--- src/rtl/sar_search_pkg.sv ---
// Shared definitions for the successive-approximation search block:
// the FSM state encoding and the default search word width.
package sar_search_pkg;

    localparam int unsigned DefaultN = 8;

    typedef enum logic [1:0] {
        StIdle = 2'd0,
        StTest = 2'd1,
        StDone = 2'd2
    } state_e;

endpackage

--- src/rtl/sar_search.sv ---
// Successive-approximation search: resolves one bit of the target per TEST cycle
// from an external comparator, terminating early on equality.
module sar_search
    import sar_search_pkg::*;
#(
    parameter int unsigned n = DefaultN
) (
    input  logic         clk,
    input  logic         rst,
    input  logic         start,
    input  logic         cmp_gt,
    input  logic         cmp_eq,
    input  logic         cmp_lt,
    output logic [n-1:0] trial,
    output logic         busy,
    output logic         done,
    output logic [n-1:0] result,
    output logic         exact
);

    localparam int unsigned IdxW = $clog2(n);
    localparam logic [IdxW-1:0] IdxMax = IdxW'(n - 1);
    localparam logic [n-1:0] One = {{(n-1){1'b0}}, 1'b1};
    localparam logic [n-1:0] MsbMask = One << (n - 1);

    state_e          state_q, state_d;
    logic [n-1:0]    trial_q, trial_d;
    logic [n-1:0]    result_q, result_d;
    logic            exact_q, exact_d;
    logic [IdxW-1:0] idx_q, idx_d;

    logic [n-1:0]    cur_mask;
    logic [n-1:0]    low_mask;
    logic [n-1:0]    resolved;

    assign cur_mask = One << idx_q;
    assign low_mask = cur_mask >> 1;

    // Bit decision for the current index; gt wins over lt, no flag counts as lt.
    always_comb begin
        resolved = trial_q & ~cur_mask;
        if (cmp_gt) begin
            resolved = trial_q;
        end else if (cmp_lt) begin
            resolved = trial_q & ~cur_mask;
        end
    end

    always_comb begin
        state_d  = state_q;
        trial_d  = trial_q;
        result_d = result_q;
        exact_d  = exact_q;
        idx_d    = idx_q;
        unique case (state_q)
            StIdle, StDone: begin
                if (start) begin
                    state_d = StTest;
                    trial_d = MsbMask;
                    idx_d   = IdxMax;
                    exact_d = 1'b0;
                end else begin
                    state_d = StIdle;
                end
            end
            StTest: begin
                if (cmp_eq) begin
                    result_d = trial_q;
                    exact_d  = 1'b1;
                    state_d  = StDone;
                end else if (idx_q == '0) begin
                    trial_d  = resolved;
                    result_d = resolved;
                    exact_d  = 1'b0;
                    state_d  = StDone;
                end else begin
                    trial_d = resolved | low_mask;
                    idx_d   = idx_q - IdxW'(1);
                end
            end
            default: begin
                state_d = StIdle;
            end
        endcase
    end

    always_ff @(posedge clk or posedge rst) begin
        if (rst) begin
            state_q  <= StIdle;
            trial_q  <= '0;
            result_q <= '0;
            exact_q  <= 1'b0;
            idx_q    <= IdxMax;
        end else begin
            state_q  <= state_d;
            trial_q  <= trial_d;
            result_q <= result_d;
            exact_q  <= exact_d;
            idx_q    <= idx_d;
        end
    end

    assign trial  = trial_q;
    assign result = result_q;
    assign exact  = exact_q;
    assign busy   = (state_q == StTest);
    assign done   = (state_q == StDone);

endmodule

--- config.mk ---
export PLATFORM = sky130hd
export DESIGN_NAME = sar_search
export DESIGN_NICKNAME = d
export VERILOG_FILES = /design/src/rtl/sar_search_pkg.sv /design/src/rtl/sar_search.sv
export SDC_FILE = /design/constraint.sdc
export NUM_CORES = 1
export LEC_CHECK = 0
export CORE_ASPECT_RATIO = 0.75
export CORE_MARGIN = 1.5
export CORE_UTILIZATION = 30
export DETAILED_ROUTE_END_ITERATION = 8
export SLEW_MARGIN = 30
export SYNTH_ARGS = -nofsm -noshare
export SYNTH_HDL_FRONTEND = slang
export SYNTH_SLANG_ARGS = --single-unit
--- constraint.sdc ---
create_clock -name clk -period 2.2 [get_ports clk]
set_input_delay 0.66 -clock clk [delete_from_list [all_inputs] [get_ports clk]]
set_output_delay 0.66 -clock clk [all_outputs]
set_load 0.05 [all_outputs]
==> flow_summary.html, run 1 <==
<table>
<tr><th>Metric</th><th>Value</th></tr>
<tr><th colspan="2">STA</th></tr>
<tr><td>Final Hold Vio Count</td><td>0</td></tr>
<tr><td># setup viols final</td><td>0</td></tr>
<tr><td>Worst Skew</td><td>0.00781 ns</td></tr>
<tr><td>Pin slew with the least headroom to its limit</td><td>0.506 ns</td></tr>
<tr><td>Minimum period implied by the final worst setup slack</td><td>2.15 ns</td></tr>
<tr><td>Final Hold Slack</td><td>0.508 ns</td></tr>
<tr><td>Max-slew violation count</td><td>0</td></tr>
<tr><td>Setup total negative slack</td><td>0 ns</td></tr>
<tr><td>Slew headroom</td><td>66.2%</td></tr>
<tr><td>Fmax achieved</td><td>0.466 GHz</td></tr>
<tr><td>Unrepaired setup endpoints after global routing</td><td>false</td></tr>
<tr><td>PnR worst setup slack</td><td>0.0541 ns</td></tr>
<tr><td>Share of the clock period used by the worst path after layout</td><td>97.5%</td></tr>
<tr><th colspan="2">Global route</th></tr>
<tr><td>First-pass GRT wire length</td><td>3.66 mm</td></tr>
<tr><td>Met3 routing resource usage after global routing</td><td>4.60%</td></tr>
<tr><td>Number of antenna violations at the first check in global routing</td><td>0</td></tr>
<tr><td>Met1 GRT Util</td><td>16.3%</td></tr>
<tr><td>Number of global-route vias before repair</td><td>760</td></tr>
<tr><td>M2 GR Usage</td><td>20.2%</td></tr>
<tr><td>All-Layer GR Usage</td><td>13.3%</td></tr>
<tr><td>Pin count of the biggest net entering global routing</td><td>23</td></tr>
<tr><td>Total grt overflow</td><td>0</td></tr>
<tr><td>Most Crowded Layer GR</td><td>met2</td></tr>
<tr><th colspan="2">Critical path</th></tr>
<tr><td>Slowest-stage cell, CP</td><td>sky130_fd_sc_hd__clkdlybuf4s50_1</td></tr>
<tr><td>CP max stage delay</td><td>0.83 ns</td></tr>
<tr><td>Required time at the worst-slack endpoint</td><td>1.54 ns</td></tr>
<tr><td>Element type at the critical path start</td><td>register</td></tr>
<tr><td>CP arrival</td><td>1.49 ns</td></tr>
<tr><td>Critical path, cell by cell</td><td>clkdlybuf4s50_1</td></tr>
<tr><td>Maximum net fanout on the critical path</td><td>3</td></tr>
<tr><td>Worst Setup Path Type</td><td>reg -&gt; out</td></tr>
<tr><td>Critical path endpoint category</td><td>output port</td></tr>
<tr><td>Combined buffer and inverter count along the critical path</td><td>1</td></tr>
<tr><td>Kind of cell adding the most delay to the critical path</td><td>buffers and inverters</td></tr>
<tr><th colspan="2">Route</th></tr>
<tr><td>Aggregate routed wire length</td><td>2.26 mm</td></tr>
<tr><td>Routed wirelength normalized by instance count</td><td>14.9 um</td></tr>
<tr><td>Detail Route Antenna Nets</td><td>0</td></tr>
<tr><td>TritonRoute pass-1 iters</td><td>6</td></tr>
<tr><td>Initial DRC count</td><td>16</td></tr>
<tr><td>Post-detailed-route DRC marker count</td><td>0</td></tr>
<tr><td>Via count normalized by instance count</td><td>4.95</td></tr>
<tr><td>Routed via count</td><td>753</td></tr>
<tr><th colspan="2">Floorplan</th></tr>
<tr><td>IO Pins</td><td>25</td></tr>
<tr><td>Core area</td><td>3330 um^2</td></tr>
<tr><td>Initial Util</td><td>31.9%</td></tr>
<tr><td>FP Rows</td><td>18</td></tr>
<tr><td>Area of the die</td><td>3920 um^2</td></tr>
<tr><td>Overall die height</td><td>54.6 um</td></tr>
<tr><td>DIE WIDTH</td><td>71.8 um</td></tr>
<tr><th colspan="2">Status</th></tr>
<tr><td>Run status</td><td>finished, final reports clean</td></tr>
<tr><th colspan="2">Power</th></tr>
<tr><td>Tot Pwr</td><td>1.52 mW</td></tr>
<tr><td>Part of the power in combinational logic</td><td>45.2%</td></tr>
<tr><td>Total power per unit cell area</td><td>1080 nW/um^2</td></tr>
<tr><td>Pleak</td><td>0.625 nW</td></tr>
<tr><td>Switch share</td><td>41.9%</td></tr>
<tr><td>Internal power of the cells</td><td>884 uW</td></tr>
<tr><td>Fraction of power consumed by the clock network</td><td>17.0%</td></tr>
<tr><td>Net switching power</td><td>638 uW</td></tr>
<tr><td>Maximum resistive drop on vdd</td><td>0.453 mV</td></tr>
<tr><td>Share of total power in sequential cells</td><td>37.8%</td></tr>
<tr><th colspan="2">Clock network</th></tr>
<tr><td>Clock latency on the worst-skew pair</td><td>0.27 ns</td></tr>
<tr><td>Cell at the root of the clock tree</td><td>sky130_fd_sc_hd__clkbuf_8</td></tr>
<tr><td>Hold_buf cts</td><td>0</td></tr>
<tr><td>Resized cells post-CTS</td><td>0</td></tr>
<tr><td>Number of clock sinks</td><td>22</td></tr>
<tr><td>Total setup buffers inserted after CTS</td><td>0</td></tr>
<tr><td>Htree depth</td><td>1</td></tr>
<tr><td>Maximum buffer depth of the clock tree</td><td>2</td></tr>
<tr><td>Inserted Clock Buffers</td><td>3</td></tr>
<tr><td>TritonCTS clock tree</td><td>yes</td></tr>
<tr><td>Clk pin slew, worst setup/hold paths</td><td>0.08 ns</td></tr>
<tr><th colspan="2">Logic synthesis</th></tr>
<tr><td>Sequential area share after synthesis</td><td>52.1%</td></tr>
<tr><td>Syn avg cell area</td><td>12.8 um^2</td></tr>
<tr><td>Number of enable flip-flop cells after synthesis</td><td>0</td></tr>
<tr><td>Gate Count Post-Synth</td><td>83</td></tr>
<tr><td>Flop and latch count out of synthesis</td><td>22</td></tr>
<tr><td>Net count of the mapped netlist</td><td>94</td></tr>
<tr><td>Simple-Gate Fraction of Synth Area</td><td>14.2%</td></tr>
<tr><td>Largest family of logic cells by synthesized area</td><td>compound AO/OA/AOI/OAI gates</td></tr>
<tr><td>Area leader, netlist</td><td>sky130_fd_sc_hd__dfrtp_1</td></tr>
<tr><td>Post-synthesis mux area share</td><td>10.3%</td></tr>
<tr><td>Leading cell types by total area after synthesis</td><td>sky130_fd_sc_hd__dfrtp_1 45%, sky130_fd_sc_hd__mux2_2 8.5%, sky130_fd_sc_hd__dfstp_2 7.4%, sky130_fd_sc_hd__a32o_1 6.6%, sky130_fd_sc_hd__ha_1 5.9%</td></tr>
<tr><td>Area share of the largest cell type after synthesis</td><td>44.7%</td></tr>
<tr><td>Most frequent cell after synthesis</td><td>sky130_fd_sc_hd__dfrtp_1</td></tr>
<tr><td>Synth Warn #</td><td>0</td></tr>
<tr><td>Post-synthesis share of cell area spent on full adders, half adders and majority gates</td><td>5.88%</td></tr>
<tr><td>Main synth FF type</td><td>sky130_fd_sc_hd__dfrtp_1</td></tr>
<tr><td>Proportion of synthesized flip-flops having asynchronous set or reset</td><td>100%</td></tr>
<tr><td>Synth top cells by count</td><td>19 x sky130_fd_sc_hd__dfrtp_1, 8 x sky130_fd_sc_hd__mux2_2, 7 x sky130_fd_sc_hd__a32o_1, 5 x sky130_fd_sc_hd__ha_1</td></tr>
<tr><td>Area fraction in compound gates after synthesis</td><td>14.3%</td></tr>
<tr><td>Number of unique standard cell types used by synthesis</td><td>25</td></tr>
<tr><td>XOR/XNOR Fraction of Synth Area</td><td>0%</td></tr>
<tr><td>Post-synthesis instance area</td><td>1060 um^2</td></tr>
<tr><th colspan="2">Cells and area</th></tr>
<tr><td>Synthesis-to-layout area growth</td><td>32.1%</td></tr>
<tr><td># diodes</td><td>0</td></tr>
<tr><td>Share of cells above drive strength 1</td><td>26.8%</td></tr>
<tr><td>Final net count</td><td>124</td></tr>
<tr><th colspan="2">Placement</th></tr>
<tr><td>GP Congestion</td><td>0.748</td></tr>
<tr><td>Placement-stage worst setup slack</td><td>0.0264 ns</td></tr>
<tr><td>Quantity of I/O buffers inserted on ports</td><td>23</td></tr>
<tr><td>Detailed Place HPWL</td><td>1.70 mm</td></tr>
<tr><th colspan="2">Job</th></tr>
<tr><td>Max-capacitance violation count</td><td>0</td></tr>
<tr><th colspan="2">Min path</th></tr>
<tr><td>Path type of the worst min-delay path</td><td>reg -&gt; reg</td></tr>
</table>
==> metrics by stage <==
step / instances / utilization, % / area [um^2]
after CTS: 152 / 42.2 / 1410
final: 152 / 42.2 / 1410
after global routing: 152 / 42.2 / 1410
after floorplan: 83 / - / 1060
after global placement: 148 / 40.8 / 1360
after detailed placement: 148 / 40.8 / 1360
==> state kept, by name (all words and copies together) (netlist names) <==
signal,flops
result,8
state_q,2
idx_q,3
trial,8
exact,1
==> final timing paths <==
check                               start        end  slack, ns  cells past startpoint
worst max register to register   idx_q[0]  result[0]       0.24                      5
max in group asynchronous             rst   idx_q[2]       1.19                      3
worst max-delay path             trial[4]   trial[4]       0.05                      1
worst min-delay path            result[2]  result[2]       0.51                      1
worst min register to register  result[2]  result[2]       0.51                      1
min in group asynchronous             rst  result[4]       0.72                      3
==> metal layers <==
layer,vias to the layer above,routed length [um]
li1,365,-
met1,373,1100
met2,10,1040
met3,5,74
met4,0,50
met5,-,0
==> layout make-up <==
cell class	count	area (um^2)
timing repair buffer	28	265
clock buffer	4	45.0
fill	318	1930
sequential	22	554
inverter	4	15.0
multi-input combinational	54	477
tap	40	50.0
==> cell usage in the layout (no fill, tap or decap) <==
master | synthesis | final
sky130_fd_sc_hd__nor2_1 | 3 | 3
sky130_fd_sc_hd__nor2b_1 | 3 | 3
sky130_fd_sc_hd__clkbuf_1 | 1 | 1
sky130_fd_sc_hd__mux2_2 | 8 | 8
sky130_fd_sc_hd__a22oi_1 | 1 | 1
sky130_fd_sc_hd__clkdlybuf4s50_1 | 0 | 17
sky130_fd_sc_hd__nor3_2 | 1 | 1
sky130_fd_sc_hd__nand2_1 | 2 | 2
sky130_fd_sc_hd__a311oi_1 | 1 | 1
sky130_fd_sc_hd__and4bb_1 | 1 | 1
sky130_fd_sc_hd__nor3b_2 | 2 | 2
sky130_fd_sc_hd__a21o_1 | 1 | 1
sky130_fd_sc_hd__nand3b_1 | 4 | 4
sky130_fd_sc_hd__nand3_1 | 3 | 3
sky130_fd_sc_hd__mux2i_1 | 2 | 2
sky130_fd_sc_hd__dfrtp_1 | 19 | 19
sky130_fd_sc_hd__o21ai_4 | 1 | 1
sky130_fd_sc_hd__ha_1 | 5 | 5
sky130_fd_sc_hd__nand2b_1 | 2 | 2
sky130_fd_sc_hd__a31oi_1 | 2 | 2
sky130_fd_sc_hd__clkbuf_8 | 0 | 3
sky130_fd_sc_hd__a32o_1 | 7 | 7
sky130_fd_sc_hd__buf_4 | 2 | 10
sky130_fd_sc_hd__a21boi_0 | 4 | 4
sky130_fd_sc_hd__dfstp_2 | 3 | 3
sky130_fd_sc_hd__inv_1 | 4 | 4
sky130_fd_sc_hd__nor2b_2 | 1 | 1
sky130_fd_sc_hd__buf_12 | 0 | 1
==> power by group through the flow <==
stage / logic, mW / clock network (mW) / registers (mW)
global route: 0.727 / 0.293 / 0.595
floorplan: 0.224 / 0 / 0.817
global placement: 0.685 / 0 / 0.580
finish: 0.688 / 0.258 / 0.576
detailed placement: 0.693 / 0 / 0.586
CTS: 0.695 / 0.274 / 0.578
==> cell families after synthesis <==
kind of cell,count (synthesis)
AND/OR/NAND/NOR,22
adder cells (fa/ha/maj),5
buffers and inverters,7
AO/OA/AOI/OAI,17
flip-flops,22
multiplexers,10
(Power assumes the default switching activity.)
==> run 2: changes to the inputs <==
CAP_MARGIN = 15   (was not set)
==> results of run 2 <==
No change in the layout: final DEF, timing and power equal those of run 1.
==> run 3: changes to the inputs <==
CORE_UTILIZATION = 48   (was 30)
PLACE_DENSITY = 0.77   (was not set)
REMOVE_ABC_BUFFERS = 1   (was not set)
==> run 3 against run 2 <==
Effect of this change: combinational power up 0.7%; die area down 36%; via count up 4.4%; cell area up 1.4%; critical endpoint is now exact; critical path type unchanged; highest routed layer unchanged; clock power up 22%; final cell count down 11%; sequential power about the same.
==> flow_summary.html, run 3 (synthesis gave the netlist of run 1 again) <==
<table>
<tr><th>Metric</th><th>Value</th></tr>
<tr><th colspan="2">Status</th></tr>
<tr><td>Run status</td><td>finished, final reports clean</td></tr>
<tr><th colspan="2">Cells and area</th></tr>
<tr><td>Commonest non-fill, non-tap cell in the layout</td><td>sky130_fd_sc_hd__dfrtp_1</td></tr>
<tr><td>Register area</td><td>554 um^2 (unchanged)</td></tr>
<tr><td>Share of cells above drive strength 1</td><td>25.9% (-0.89 points)</td></tr>
<tr><td>Commonest cells after routing, fill and taps aside</td><td>19 x sky130_fd_sc_hd__dfrtp_1, 11 x sky130_fd_sc_hd__dlymetal6s2s_1, 8 x sky130_fd_sc_hd__mux2_2, 8 x sky130_fd_sc_hd__clkdlybuf4s50_1, 8 x sky130_fd_sc_hd__buf_4</td></tr>
<tr><td>Filler cell count in the final layout</td><td>156 (-51%)</td></tr>
<tr><td># diodes</td><td>0 (unchanged)</td></tr>
<tr><td>Final net count</td><td>124 (unchanged)</td></tr>
<tr><td>Non-filler cells, final</td><td>136 (-11%)</td></tr>
<tr><td>Synthesis-to-layout area growth</td><td>34.0%</td></tr>
<tr><td>Final core occ</td><td>69.6% (+27 points)</td></tr>
<tr><td>Finished layout cell area</td><td>1430 um^2 (+1.4%)</td></tr>
<tr><td>Total area of multi-input combinational cells</td><td>477 um^2 (unchanged)</td></tr>
<tr><th colspan="2">STA</th></tr>
<tr><td>Final Hold Slack</td><td>0.518 ns (+0.0105 ns)</td></tr>
<tr><td>Slew headroom</td><td>65.1% (-1.0 points)</td></tr>
<tr><td>PnR worst setup slack</td><td>0.0548 ns (+0.000680 ns)</td></tr>
<tr><td>Pin slew with the least headroom to its limit</td><td>0.522 ns (+0.0163 ns)</td></tr>
<tr><td>Unrepaired setup endpoints after global routing</td><td>false</td></tr>
<tr><td>Worst Skew</td><td>0.0114 ns (+0.00360 ns)</td></tr>
<tr><td>Max-slew violation count</td><td>0 (unchanged)</td></tr>
<tr><td># setup viols final</td><td>0 (unchanged)</td></tr>
<tr><td>Final Hold Vio Count</td><td>0 (unchanged)</td></tr>
<tr><td>Setup total negative slack</td><td>0 ns (unchanged)</td></tr>
<tr><td>Minimum period implied by the final worst setup slack</td><td>2.15 ns (-0.000680 ns)</td></tr>
<tr><td>Fmax achieved</td><td>0.466 GHz (about the same)</td></tr>
<tr><td>Share of the clock period used by the worst path after layout</td><td>97.5% (about the same)</td></tr>
<tr><th colspan="2">Clock network</th></tr>
<tr><td>Cell at the root of the clock tree</td><td>sky130_fd_sc_hd__clkbuf_4</td></tr>
<tr><td>TritonCTS clock tree</td><td>yes</td></tr>
<tr><td>Inserted Clock Buffers</td><td>3 (unchanged)</td></tr>
<tr><td>Clock latency on the worst-skew pair</td><td>0.32 ns (+0.05 ns)</td></tr>
<tr><td>Htree depth</td><td>1 (unchanged)</td></tr>
<tr><td>Maximum buffer depth of the clock tree</td><td>2 (unchanged)</td></tr>
<tr><td>Hold_buf cts</td><td>0 (unchanged)</td></tr>
<tr><td>Number of clock sinks</td><td>22 (unchanged)</td></tr>
<tr><td>Clk pin slew, worst setup/hold paths</td><td>0.13 ns (+0.05 ns)</td></tr>
<tr><th colspan="2">Route</th></tr>
<tr><td>Aggregate routed wire length</td><td>2.27 mm (+0.31%)</td></tr>
<tr><td>Via count normalized by instance count</td><td>5.78 (+17%)</td></tr>
<tr><td>Initial DRC count</td><td>21 (+5)</td></tr>
<tr><td>Detail Route Antenna Nets</td><td>0 (unchanged)</td></tr>
<tr><td>Post-detailed-route DRC marker count</td><td>0 (unchanged)</td></tr>
<tr><td>Routed wirelength normalized by instance count</td><td>16.7 um (+12%)</td></tr>
<tr><td>TritonRoute pass-1 iters</td><td>5 (-1)</td></tr>
<tr><td>Routed via count</td><td>786 (+4.4%)</td></tr>
<tr><th colspan="2">Global route</th></tr>
<tr><td>Total grt overflow</td><td>0 (unchanged)</td></tr>
<tr><td>First-pass GRT wire length</td><td>3.78 mm (+3.2%)</td></tr>
<tr><td>Number of global-route vias before repair</td><td>796 (+4.7%)</td></tr>
<tr><td>All-Layer GR Usage</td><td>20.5% (+7.2 points)</td></tr>
<tr><td>Number of antenna violations at the first check in global routing</td><td>0 (unchanged)</td></tr>
<tr><td>Pin count of the biggest net entering global routing</td><td>23 (unchanged)</td></tr>
<tr><th colspan="2">Power</th></tr>
<tr><td>Maximum resistive drop on vdd</td><td>0.963 mV (+110%)</td></tr>
<tr><td>Pleak</td><td>0.821 nW (+31%)</td></tr>
<tr><td>Total power per unit cell area</td><td>1110 nW/um^2 (+2.4%)</td></tr>
<tr><td>Tot Pwr</td><td>1.58 mW (+3.9%)</td></tr>
<tr><th colspan="2">Floorplan</th></tr>
<tr><td>DIE WIDTH</td><td>57.4 um (-20%)</td></tr>
<tr><td>Core area</td><td>2050 um^2 (-39%)</td></tr>
<tr><td>IO Pins</td><td>25 (unchanged)</td></tr>
<tr><td>Initial Util</td><td>52.0% (+20 points)</td></tr>
<tr><td>Area of the die</td><td>2510 um^2 (-36%)</td></tr>
<tr><td>FP Rows</td><td>14 (-4)</td></tr>
<tr><td>Overall die height</td><td>43.8 um (-20%)</td></tr>
<tr><th colspan="2">Min path</th></tr>
<tr><td>Path type of the worst min-delay path</td><td>reg -&gt; reg</td></tr>
<tr><th colspan="2">Job</th></tr>
<tr><td>Max-capacitance violation count</td><td>0 (unchanged)</td></tr>
<tr><th colspan="2">Critical path</th></tr>
<tr><td>Capturing instance or port of the critical path</td><td>exact</td></tr>
<tr><td>Kind of cell adding the most delay to the critical path</td><td>buffers and inverters</td></tr>
<tr><td>Start of the worst register-to-register path</td><td>idx_q[0]</td></tr>
<tr><td>Worst Setup Path Type</td><td>reg -&gt; out</td></tr>
<tr><td>Maximum net fanout on the critical path</td><td>2 (-1)</td></tr>
<tr><td>Required time at the worst-slack endpoint</td><td>1.54 ns (about the same)</td></tr>
<tr><td>Combined buffer and inverter count along the critical path</td><td>1 (unchanged)</td></tr>
<tr><td>Internal reg-to-reg setup slack</td><td>0.20 ns (-0.04 ns)</td></tr>
<tr><td>Reg2Reg Capture Point</td><td>result[2]</td></tr>
<tr><td>CP max stage delay</td><td>0.80 ns (-0.03 ns)</td></tr>
<tr><td>Cells on worst reg2reg path</td><td>5 (unchanged)</td></tr>
<tr><td>Worst setup path startpoint</td><td>exact</td></tr>
<tr><td>Critical path endpoint category</td><td>output port</td></tr>
<tr><td>Element type at the critical path start</td><td>register</td></tr>
<tr><td>Cell depth of the worst setup path</td><td>1 (unchanged)</td></tr>
<tr><td>Critical path, cell by cell</td><td>clkdlybuf4s50_1</td></tr>
<tr><td>Slowest-stage cell, CP</td><td>sky130_fd_sc_hd__clkdlybuf4s50_1</td></tr>
<tr><td>CP arrival</td><td>1.49 ns (about the same)</td></tr>
<tr><th colspan="2">Placement</th></tr>
<tr><td>GP Congestion</td><td>0.809 (+8.2%)</td></tr>
<tr><td>Placed Instance Area</td><td>1350 um^2 (-1.1%)</td></tr>
<tr><td>Cell total after placement</td><td>132 (-11%)</td></tr>
<tr><td>Detailed Place HPWL</td><td>1.56 mm (-8.5%)</td></tr>
<tr><td>Quantity of I/O buffers inserted on ports</td><td>23 (unchanged)</td></tr>
<tr><td>Placement-stage worst setup slack</td><td>0.00185 ns (-0.0246 ns)</td></tr>
</table>
==> run 3: worst min-delay path by stage <==
stage	from	to	depth (start not counted)	slack (ns)
after floorplan	idx_q[0]	idx_q[0]	1	0.52
after global placement	trial[7]	trial[7]	1	0.48
after detailed placement	result[6]	result[6]	1	0.49
after CTS	result[6]	result[6]	1	0.52
after global routing	result[6]	result[6]	1	0.54
final	result[6]	result[6]	1	0.52
==> run 3: what timing repair did <==
| action | 4_1_cts | 5_1_grt |
|---|---|---|
| buffers inserted | 0 | 0 |
| gates resized for setup | 0 | 11 |
| setup endpoints to repair | 0 | 11 |
==> run 3: layer usage <==
layer	share of wire (%)	up-vias	GRT usage (%)
met1	43	380	27.9
met2	48	35	30.7
met4	1.9	0	7.91
met3	7.5	7	6.57
met5	0	-	0
li1	-	364	-
==> run 3: cell type report <==
class | count | area share [%]
repair buffers | 28 | 20.9
well taps | 24 | 2.11
clock buffers | 3 | 1.58
flip-flops and latches | 22 | 38.9
multi-input cells | 54 | 33.4
clock inverters | 1 | 2.11
inverters | 4 | 1.05
==> run 3: power breakdown <==
| part | total (mW) | internal (mW) | switching [mW] |
|---|---|---|---|
| Sequential | 0.575 | 0.505 | 0.0696 |
| Combinational | 0.693 | 0.251 | 0.442 |
| Clock | 0.314 | 0.184 | 0.129 |
| Total | 1.58 | 0.941 | 0.641 |
